--- src/rtl/ahb_pkg.sv ---
// Shared AHB-Lite constants and the enums for the response mux.
// Build option: AHB_MUX_TIMEOUT_EN enables the SRAM wait-state watchdog.
package ahb_pkg;

    localparam logic [1:0] HTRANS_IDLE   = 2'b00;
    localparam logic [1:0] HTRANS_BUSY   = 2'b01;
    localparam logic [1:0] HTRANS_NONSEQ = 2'b10;
    localparam logic [1:0] HTRANS_SEQ    = 2'b11;

    localparam logic HRESP_OKAY  = 1'b0;
    localparam logic HRESP_ERROR = 1'b1;

    typedef enum logic [1:0] {
        DP_NONE,
        DP_SRAM,
        DP_DEFAULT
    } dp_sel_e;

    typedef enum logic [2:0] {
        DS_IDLE,
        DS_ERR1,
        DS_ERR2,
        TO_ERR1,
        TO_ERR2
    } ahb_state_e;

    // Only NONSEQ/SEQ carry a real transfer; IDLE/BUSY are zero-wait OKAY.
    function automatic logic trans_active(input logic [1:0] htrans);
        return (htrans == HTRANS_NONSEQ) || (htrans == HTRANS_SEQ);
    endfunction

endpackage

--- src/rtl/ahb_resp_mux_if.sv ---
// Bus bundle between decoder/SRAM, the response mux and the master.
// Build option: AHB_MUX_TIMEOUT_EN adds the HTIMEOUT pulse.
interface ahb_resp_mux_if #(
    parameter int DATA_WIDTH = 32
);

    logic [1:0]            HTRANS;
    logic                  HSEL_SRAM;
    logic                  HSEL_DEFAULT;
    logic [DATA_WIDTH-1:0] HRDATA_SRAM;
    logic                  HREADYOUT_SRAM;
    logic                  HRESP_SRAM;
    logic [DATA_WIDTH-1:0] HRDATA;
    logic                  HREADY;
    logic                  HRESP;
`ifdef AHB_MUX_TIMEOUT_EN
    logic                  HTIMEOUT;
`endif

    modport slave (
        input  HTRANS,
        input  HSEL_SRAM,
        input  HSEL_DEFAULT,
        input  HRDATA_SRAM,
        input  HREADYOUT_SRAM,
        input  HRESP_SRAM,
`ifdef AHB_MUX_TIMEOUT_EN
        output HTIMEOUT,
`endif
        output HRDATA,
        output HREADY,
        output HRESP
    );

    modport master (
        output HTRANS,
        output HSEL_SRAM,
        output HSEL_DEFAULT,
        output HRDATA_SRAM,
        output HREADYOUT_SRAM,
        output HRESP_SRAM,
`ifdef AHB_MUX_TIMEOUT_EN
        input  HTIMEOUT,
`endif
        input  HRDATA,
        input  HREADY,
        input  HRESP
    );

endinterface

--- src/rtl/ahb_default_slave.sv ---
// Default slave: answers every accepted access with the two-cycle ERROR.
// Outputs are registered alongside the state.
module ahb_default_slave
    import ahb_pkg::*;
(
    input  logic clk,
    input  logic rst,
    input  logic hready,
    input  logic sel,
    output logic hreadyout,
    output logic hresp
);

    ahb_state_e state;

    // ERROR sequence FSM; ERR2 is a completion cycle so it can accept again.
    always_ff @(posedge clk) begin
        if (rst) begin
            state     <= DS_IDLE;
            hreadyout <= 1'b1;
            hresp     <= HRESP_OKAY;
        end else begin
            unique case (state)
                DS_IDLE: begin
                    if (hready && sel) begin
                        state     <= DS_ERR1;
                        hreadyout <= 1'b0;
                        hresp     <= HRESP_ERROR;
                    end
                end
                DS_ERR1: begin
                    state     <= DS_ERR2;
                    hreadyout <= 1'b1;
                    hresp     <= HRESP_ERROR;
                end
                DS_ERR2: begin
                    if (sel) begin
                        state     <= DS_ERR1;
                        hreadyout <= 1'b0;
                        hresp     <= HRESP_ERROR;
                    end else begin
                        state     <= DS_IDLE;
                        hreadyout <= 1'b1;
                        hresp     <= HRESP_OKAY;
                    end
                end
                default: begin
                    state     <= DS_IDLE;
                    hreadyout <= 1'b1;
                    hresp     <= HRESP_OKAY;
                end
            endcase
        end
    end

endmodule

--- src/rtl/ahb_resp_mux.sv ---
// AHB-Lite return-path mux with integrated default slave.
// Build option: AHB_MUX_TIMEOUT_EN adds the SRAM wait-state watchdog.
module ahb_resp_mux
    import ahb_pkg::*;
#(
    parameter int DATA_WIDTH     = 32,
    parameter int TIMEOUT_CYCLES = 16
) (
    input logic          HCLK,
    input logic          HRESET,
    ahb_resp_mux_if.slave bus
);

    logic                  active;
    logic                  sel_sram;
    logic                  sel_dflt;
    logic                  ds_ready;
    logic                  ds_resp;
    dp_sel_e               dp_sel;
    logic [DATA_WIDTH-1:0] rdata;
    logic                  ready;
    logic                  resp;

    // SRAM wins if the decoder ever raises both selects.
    assign active   = trans_active(bus.HTRANS);
    assign sel_sram = active & bus.HSEL_SRAM;
    assign sel_dflt = active & bus.HSEL_DEFAULT & ~bus.HSEL_SRAM;

    // Capture the address-phase select; hold it across wait states.
    always_ff @(posedge HCLK) begin
        if (HRESET) begin
            dp_sel <= DP_NONE;
        end else if (bus.HREADY) begin
            unique case (1'b1)
                sel_sram: dp_sel <= DP_SRAM;
                sel_dflt: dp_sel <= DP_DEFAULT;
                default:  dp_sel <= DP_NONE;
            endcase
        end
    end

    ahb_default_slave u_dflt (
        .clk       (HCLK),
        .rst       (HRESET),
        .hready    (bus.HREADY),
        .sel       (sel_dflt),
        .hreadyout (ds_ready),
        .hresp     (ds_resp)
    );

`ifdef AHB_MUX_TIMEOUT_EN
    localparam logic [7:0] TO_LAST = 8'(TIMEOUT_CYCLES - 1);

    logic [7:0] to_cnt;
    ahb_state_e to_state;

    // Watchdog: after TIMEOUT_CYCLES SRAM waits, take over with ERROR.
    always_ff @(posedge HCLK) begin
        if (HRESET) begin
            to_cnt   <= 8'd0;
            to_state <= DS_IDLE;
        end else begin
            unique case (to_state)
                TO_ERR1: begin
                    to_cnt   <= 8'd0;
                    to_state <= TO_ERR2;
                end
                TO_ERR2: begin
                    to_cnt   <= 8'd0;
                    to_state <= DS_IDLE;
                end
                default: begin
                    if (dp_sel == DP_SRAM && !bus.HREADYOUT_SRAM) begin
                        if (to_cnt == TO_LAST) begin
                            to_cnt   <= 8'd0;
                            to_state <= TO_ERR1;
                        end else begin
                            to_cnt <= to_cnt + 8'd1;
                        end
                    end else begin
                        to_cnt <= 8'd0;
                    end
                end
            endcase
        end
    end

    assign bus.HTIMEOUT = (to_state == TO_ERR1);
`endif

    // Route the data-phase slave back to the master.
    always_comb begin
        rdata = '0;
        ready = 1'b1;
        resp  = HRESP_OKAY;
        unique case (dp_sel)
            DP_SRAM: begin
                rdata = bus.HRDATA_SRAM;
                ready = bus.HREADYOUT_SRAM;
                resp  = bus.HRESP_SRAM;
            end
            DP_DEFAULT: begin
                ready = ds_ready;
                resp  = ds_resp;
            end
            default: begin
            end
        endcase
`ifdef AHB_MUX_TIMEOUT_EN
        if (to_state == TO_ERR1) begin
            rdata = '0;
            ready = 1'b0;
            resp  = HRESP_ERROR;
        end else if (to_state == TO_ERR2) begin
            rdata = '0;
            ready = 1'b1;
            resp  = HRESP_ERROR;
        end
`endif
    end

    assign bus.HRDATA = rdata;
    assign bus.HREADY = ready;
    assign bus.HRESP  = resp;

endmodule

--- src/flat_wrapper.sv ---
// flat-port wrapper written by rule: the top's interface ports become plain ports
module ahb_resp_mux_flat import ahb_pkg::*;
#(
    parameter int DATA_WIDTH     = 32,
    parameter int TIMEOUT_CYCLES = 16
)
  (HCLK, HRESET, bus_HTRANS, bus_HSEL_SRAM, bus_HSEL_DEFAULT, bus_HRDATA_SRAM, bus_HREADYOUT_SRAM, bus_HRESP_SRAM, bus_HRDATA, bus_HREADY, bus_HRESP);
  ahb_resp_mux_if #(.DATA_WIDTH(DATA_WIDTH)) bus_i ();
  input logic HCLK;
  input logic HRESET;
  input wire logic [$bits(bus_i.HTRANS)-1:0] bus_HTRANS;
  input wire logic [$bits(bus_i.HSEL_SRAM)-1:0] bus_HSEL_SRAM;
  input wire logic [$bits(bus_i.HSEL_DEFAULT)-1:0] bus_HSEL_DEFAULT;
  input wire logic [$bits(bus_i.HRDATA_SRAM)-1:0] bus_HRDATA_SRAM;
  input wire logic [$bits(bus_i.HREADYOUT_SRAM)-1:0] bus_HREADYOUT_SRAM;
  input wire logic [$bits(bus_i.HRESP_SRAM)-1:0] bus_HRESP_SRAM;
  output wire logic [$bits(bus_i.HRDATA)-1:0] bus_HRDATA;
  output wire logic [$bits(bus_i.HREADY)-1:0] bus_HREADY;
  output wire logic [$bits(bus_i.HRESP)-1:0] bus_HRESP;
  assign bus_i.HTRANS = bus_HTRANS;
  assign bus_i.HSEL_SRAM = bus_HSEL_SRAM;
  assign bus_i.HSEL_DEFAULT = bus_HSEL_DEFAULT;
  assign bus_i.HRDATA_SRAM = bus_HRDATA_SRAM;
  assign bus_i.HREADYOUT_SRAM = bus_HREADYOUT_SRAM;
  assign bus_i.HRESP_SRAM = bus_HRESP_SRAM;
  assign bus_HRDATA = bus_i.HRDATA;
  assign bus_HREADY = bus_i.HREADY;
  assign bus_HRESP = bus_i.HRESP;
  ahb_resp_mux #(.DATA_WIDTH(DATA_WIDTH), .TIMEOUT_CYCLES(TIMEOUT_CYCLES)) u_core (.HCLK(HCLK), .HRESET(HRESET), .bus(bus_i));
endmodule
--- config.mk ---
export PLATFORM = sky130hd
export DESIGN_NAME = ahb_resp_mux_flat
export DESIGN_NICKNAME = d
export VERILOG_FILES = /design/src/rtl/ahb_pkg.sv /design/src/rtl/ahb_resp_mux_if.sv /design/src/rtl/ahb_default_slave.sv /design/src/rtl/ahb_resp_mux.sv /design/src/flat_wrapper.sv
export SDC_FILE = /design/constraint.sdc
export NUM_CORES = 1
export LEC_CHECK = 0
export ABC_AREA = 1
export CORE_ASPECT_RATIO = 0.9
export CORE_MARGIN = 3
export CORE_UTILIZATION = 27
export CTS_BUF_LIST = sky130_fd_sc_hd__clkbuf_8
export CTS_CLUSTER_SIZE = 14
export DETAILED_ROUTE_END_ITERATION = 10
export PLACE_DENSITY = 0.93
export SKIP_CTS_REPAIR_TIMING = 1
export SLEW_MARGIN = 20
export SYNTH_ARGS = -nofsm -noshare
export SYNTH_HDL_FRONTEND = slang
export SYNTH_HIERARCHICAL = 1
export SYNTH_SLANG_ARGS = --single-unit
export TNS_END_PERCENT = 5
--- constraint.sdc ---
create_clock -name HCLK -period 1.8 [get_ports HCLK]
set_clock_uncertainty 0.1 [all_clocks]
set_input_delay 0.18 -clock HCLK [delete_from_list [all_inputs] [get_ports HCLK]]
set_output_delay 0.18 -clock HCLK [all_outputs]
set_load 0.005 [all_outputs]
=== Yosys cells after proc, flatten, opt, wreduce, memory -nomap -nowiden ===
Index checks and enable logic that the tools add are counted.

* Bits in registers: 7
* Input port bits: 40
* Memories kept: 0
* Output and inout bits: 34
* Bits in latches: 0
* Logic and storage cells: 31
* Memory bits (read-only): 0
* Bits in writable memories: 0

* Div/mod/pow operators: 0
* Bitwise gates (word level): 4
* Equality and inequality tests: 7
* Shift-type cells: 0
* Add/sub/neg operators: 0
* Magnitude comparators: 0
* Mux-type cells: 13
* Reduce and logical (&&, ||, !) cells: 3
* Multipliers: 0

{| class="wikitable"
|+ Operators with widths
! cell !! count
|-
| two-way mux 32 bit || 1
|-
| one-hot mux 3 bit (3 select lines) || 1
|-
| equality test 2 bit (second input constant) || 3
|-
| one-hot mux 1 bit (2 select lines) || 3
|-
| two-way mux 1 bit || 5
|-
| one-hot mux 2 bit (2 select lines) || 1
|-
| AND 1 bit || 3
|-
| equality test 3 x 1 -> 1 bit (second input constant) || 1
|-
| equality test 3 x 2 -> 1 bit (second input constant) || 1
|-
| logical NOT 3 bit || 1
|-
| two-way mux 3 bit || 1
|-
| one-hot mux 1 bit (3 select lines) || 1
|-
| equality test 2 x 1 -> 1 bit (second input constant) || 1
|-
| != test 2 bit (second input constant) || 1
|-
| logical AND 1 bit || 1
|-
| logical OR 1 bit || 1
|-
| inverter 1 bit || 1
|}

=== Longest topological paths before layout ===
* Depth in word-level cells: 7
* Gate-level depth with buffers: 9
* Gate-level depth less buffers: 8

=== Hierarchy ===
The synthesis kept the hierarchy.

{| class="wikitable"
|+ Modules (own cells, without submodules)
! module !! cells each !! sequential area each (um^2) !! area each (um^2) !! times used
|-
| ahb_resp_mux || 97 || 40.0 || 445.4 || 1
|-
| ahb_default_slave || 25 || 80.1 || 166.4 || 1
|}

=== Worst setup path after synthesis ===
Ideal clock, no wire load.

* Path type: register to register
* Start: reg u_core.dp_sel[0]
* End: reg u_core.u_dflt.state[0]
* Data required time: 1585 ps
* Cell stages (with the launch flop): 8
* Period minus slack after synthesis: 1360 ps
* Buffers on the path: 0
* Setup time: 115 ps
* Path slack: 440 ps
* Data arrival time: 1145 ps
* Path through: dfxtp_1 -> inv_1 -> ha_1 -> inv_1 -> nand3_2 -> nand2_1 -> nand2_1 -> and2_1

* Cells in the longest elaborated chain, start to end: 4
* Elaborated cells on any way between the ends: 5
* Classes of those cells: eq/ne (3); mux (1); reduce/logical (1)

{| class="wikitable"
|+ Ends and longest elaborated chain
! element !! RTL line !! source
|-
| from (decl) || ahb_resp_mux.sv:19 || <nowiki>dp_sel_e dp_sel;</nowiki>
|-
| from (signal assigned) || ahb_resp_mux.sv:32 || <nowiki>dp_sel <= DP_NONE;</nowiki>
|-
| from (signal assigned) || ahb_resp_mux.sv:35 || <nowiki>sel_sram: dp_sel <= DP_SRAM;</nowiki>
|-
| from (signal assigned) || ahb_resp_mux.sv:36 || <nowiki>sel_dflt: dp_sel <= DP_DEFAULT;</nowiki>
|-
| equality test 2 bit / equality test 2 x 1 -> 1 bit (equally long branches) || ahb_resp_mux.sv:96 || <nowiki>unique case (dp_sel)</nowiki>
|-
| one-hot mux 1 bit (2 select lines) * || ahb_resp_mux.sv:96 ||
|-
| net bus_HREADY || flat_wrapper.sv:18 || <nowiki>output wire logic [$bits(bus_i.HREADY)-1:0] bus_HREADY;</nowiki>
|-
| logical AND 1 bit * || ahb_default_slave.sv:25 || <nowiki>if (hready && sel) begin</nowiki>
|-
| != test 2 bit (no line) * || - ||
|-
| to (signal assigned) || ahb_default_slave.sv:26 || <nowiki>state <= DS_ERR1;</nowiki>
|-
| to (signal assigned) || ahb_default_slave.sv:32 || <nowiki>state <= DS_ERR2;</nowiki>
|-
| to (signal assigned) || ahb_default_slave.sv:38 || <nowiki>state <= DS_ERR1;</nowiki>
|-
| to (decl) || ahb_default_slave.sv:14 || <nowiki>ahb_state_e state;</nowiki>
|}

The timed path passes the listed nets; every way through them passes the cells marked *.
A chain may end at the register's enable or synchronous reset.

=== Worst setup path in the final report ===
* Start: reg u_core.dp_sel[0]
* End: out bus_HRESP

* Cells in the longest elaborated chain, start to end: 2
* Elaborated cells on any way between the ends: 3
* Classes of those cells: eq/ne (2); mux (1)

{| class="wikitable"
|+ Ends and longest elaborated chain
! element !! RTL line !! source
|-
| equality test 2 bit / equality test 2 x 1 -> 1 bit (equally long branches) || ahb_resp_mux.sv:96 ||
|-
| one-hot mux 1 bit (2 select lines) * || ahb_resp_mux.sv:96 ||
|-
| to (decl) || flat_wrapper.sv:19 || <nowiki>output wire logic [$bits(bus_i.HRESP)-1:0] bus_HRESP;</nowiki>
|}

Every way passes the cells marked *; elsewhere a longest branch is shown, timed or not.

==> reports/qor.txt <==
Hold WS - 398 ps
Required time worst endpoint - 1520 ps
Ys async rst share - 0%
Number of synthesized flops with an enable pin - 0
Core area - 0.00203 mm²
Port bufs - 72
Cell Int Power - 956 µW
Clock share of power - 12.6%
Rows - 15
Avg Inst Size Synth - 5.02 µm²
Placed inst area - 0.00135 mm²
Area contributors post-synth - nand2_1 (29%), inv_1 (28%), dfxtp_1 (20%)
Top-area cell type share of the netlist area - 29.4%
Total gr overflow - 0
Initial antenna violation count - 0
Synth unique cells - 15
Final hold vios - 0
Largest net degree at the start of global routing - 23
Final worst path period need - 1940 ps
CTS tree - built
Drt total wl - 3250 µm
First-pass GRT wire length - 3570 µm
Synth-to-Final Area Change - 144%
# IOs - 74
Post-Syn Nets - 164
Initial Util - 30.2%
Leading area contributor after synthesis - nand2_1
Post-layout power - 1640 µW
Slew @ Worst Pin - 170 ps
Vias per inst - 4.40
Setup violators final - 11
#FFs+latches synth - 6
Fin Setup TNS - -551 ps
Combinational power share - 74.1%
Routability congestion estimate - 0.794
Ys flop type - dfxtp_1
Root Driver - clkbuf_8
Worst path arrival time - 1660 ps
Num Clock Sinks - 6
CP Capture Type - output port
Mapped Cells - 122
Hold Crit Start - u_core/u_dflt/hreadyout$_SDFFE_PP1P_
Ratio of cells with drive above 1 in the final layout - 7.14%
Antenna cells - 0
Sw Ratio - 41.7%
Fraction of the cycle the final worst path needs - 108%
Die width - 56.2 µm
Hpwl dp - 1940 µm
Drt wl/cell - 14.7 µm
Count leader, synth - nand2_1
Design area - 0.00149 mm²
Routed Antenna Nets - 0
Run status - complete, but fails checks
Internal reg-to-reg setup slack - 240 ps
Hold EP - u_core/u_dflt/hreadyout$_SDFFE_PP1P_
Power per cell area - 1100 mW/mm²
Reg-to-reg critical path startpoint - u_core/dp_sel[0]$_SDFFE_PP0P_
H-tree levels - 1
Failing checks - setup timing
Seq pwr share - 13.3%
Hold depth - 2
Die area - 0.00287 mm²
Slew margin rel. - 88.7%
Reg-to-Reg End - u_core/u_dflt/state[0]$_SDFFE_PP0P_
Crit path kind - flip-flop to output port
Post-Syn Area - 612 µm²
Die Y - 51.2 µm
Max-cap violations - 0
VDD IR max - 0.000636 V
Post-synth top cells - nand2_1 (48), inv_1 (46), nor2_1 (7)
Residual DRC count - 0
Slew Limit Fails - 0
RSZ-0062 raised after global routing - true
Clock transition at the registers of the reported paths - 30 ps
CTS max path bufs - 2
FMAX - 515 MHz
Setup ws final - -143 ps
Sequential fraction of the synthesis area - 19.6%
DR iter-0 viols - 28
Leakage - 0.00124 µW
P_sw - 682 µW
Total Routing Usage GR - 16.3%
Cts bufs inserted - 3
Setup crit start kind - flip-flop
Vias in the first global route - 812
Fin util - 73.6%
DR pass1 iterations - 4
Vias - 973
Nets - 240
Ys Warns - 6
CP Max Fanout - 2
Worst Hold Class - flip-flop to flip-flop
Clk Latency, worst-skew pair - 230 ps
Reg2reg path depth - 7
==> through the flow <==
| stage | setup slack [ps] | cells |
|---|---|---|
| floorplan | 440 | 122 |
| global placement | 127 | 217 |
| detailed placement | 46.9 | 217 |
| CTS | -197 | 220 |
| global route | -194 | 221 |
| finish | -143 | 221 |
==> worst max-delay path: stages (launching register included) <==
cell,delay (ps)
dfxtp_1,370
inv_1,90
ha_1,340
a21oi_2,130
clkdlybuf4s50_1,510
==> layer usage <==
layer  GRT usage, %  up-vias  part of all wire [%]
met4           7.11        0                  0.77
met1           15.4      445                    37
met5              0        -                     0
li1               -      478                     -
met2           33.9       47                    55
met3           3.03        3                   6.9
==> registers in the layout, summed over array words and instances, names as in the netlist <==
| register | flops |
|---|---|
| u_core/dp_sel | 2 |
| u_core/u_dflt/hreadyout | 1 |
| u_core/u_dflt/hresp | 1 |
| u_core/u_dflt/state | 2 |
==> power groups by stage <==
| stage | registers, µW | clock network [µW] | logic [µW] |
|---|---|---|---|
| 2_1_floorplan | 198 | 0 | 523 |
| 3_3_place_gp | 202 | 0 | 1050 |
| 3_5_place_dp | 207 | 0 | 1090 |
| 4_1_cts | 205 | 205 | 1110 |
| 5_1_grt | 221 | 215 | 1300 |
| 6_report | 218 | 206 | 1210 |
==> cells in the final DEF (no fill, tap or decap) <==
cell type,instances
a21oi_2,1
and2_1,1
buf_6,2
buf_8,1
clkbuf_8,3
clkdlybuf4s50_1,49
dfxtp_1,5
dfxtp_2,1
dlymetal6s2s_1,23
ha_1,1
ha_4,1
inv_1,44
inv_2,2
nand2_1,48
nand2_4,1
nand3_1,1
nand3_2,1
nand4_1,2
nor2_1,7
nor2_2,1
o21ai_1,1
==> cells by family after synthesis <==
kind of cell / Yosys count / synth area share, %
AND/OR/NAND/NOR: 62 / 42.1
buffers and inverters: 50 / 32.5
flip-flops: 6 / 19.6
AO/OA/AOI/OAI: 2 / 1.63
adder cells (fa/ha/maj): 2 / 4.09
==> worst max path at each step <==
stage	end	start	slack, ps	depth (start not counted)
2_1_floorplan	u_core/u_dflt/state[0]$_SDFFE_PP0P_	u_core/dp_sel[0]$_SDFFE_PP0P_	440	7
3_3_place_gp	bus_HREADY	u_core/dp_sel[1]$_SDFFE_PP0P_	130	6
3_5_place_dp	bus_HRDATA[13]	u_core/dp_sel[1]$_SDFFE_PP0P_	50	6
4_1_cts	bus_HRDATA[13]	u_core/dp_sel[1]$_SDFFE_PP0P_	-200	6
5_1_grt	bus_HRESP	u_core/dp_sel[0]$_SDFFE_PP0P_	-190	4
6_report	bus_HRESP	u_core/dp_sel[0]$_SDFFE_PP0P_	-140	4
==> layout make-up <==
| class | instances | area [µm²] |
|---|---|---|
| Clock buffer | 3 | 41.3 |
| Fill cell | 136 | 536 |
| Inverter | 46 | 173 |
| Multi-Input combinational cell | 66 | 309 |
| Sequential cell | 6 | 121 |
| Tap cell | 25 | 31.3 |
| Timing Repair Buffer | 75 | 816 |
Note: power is estimated with default switching activity, not from simulation.
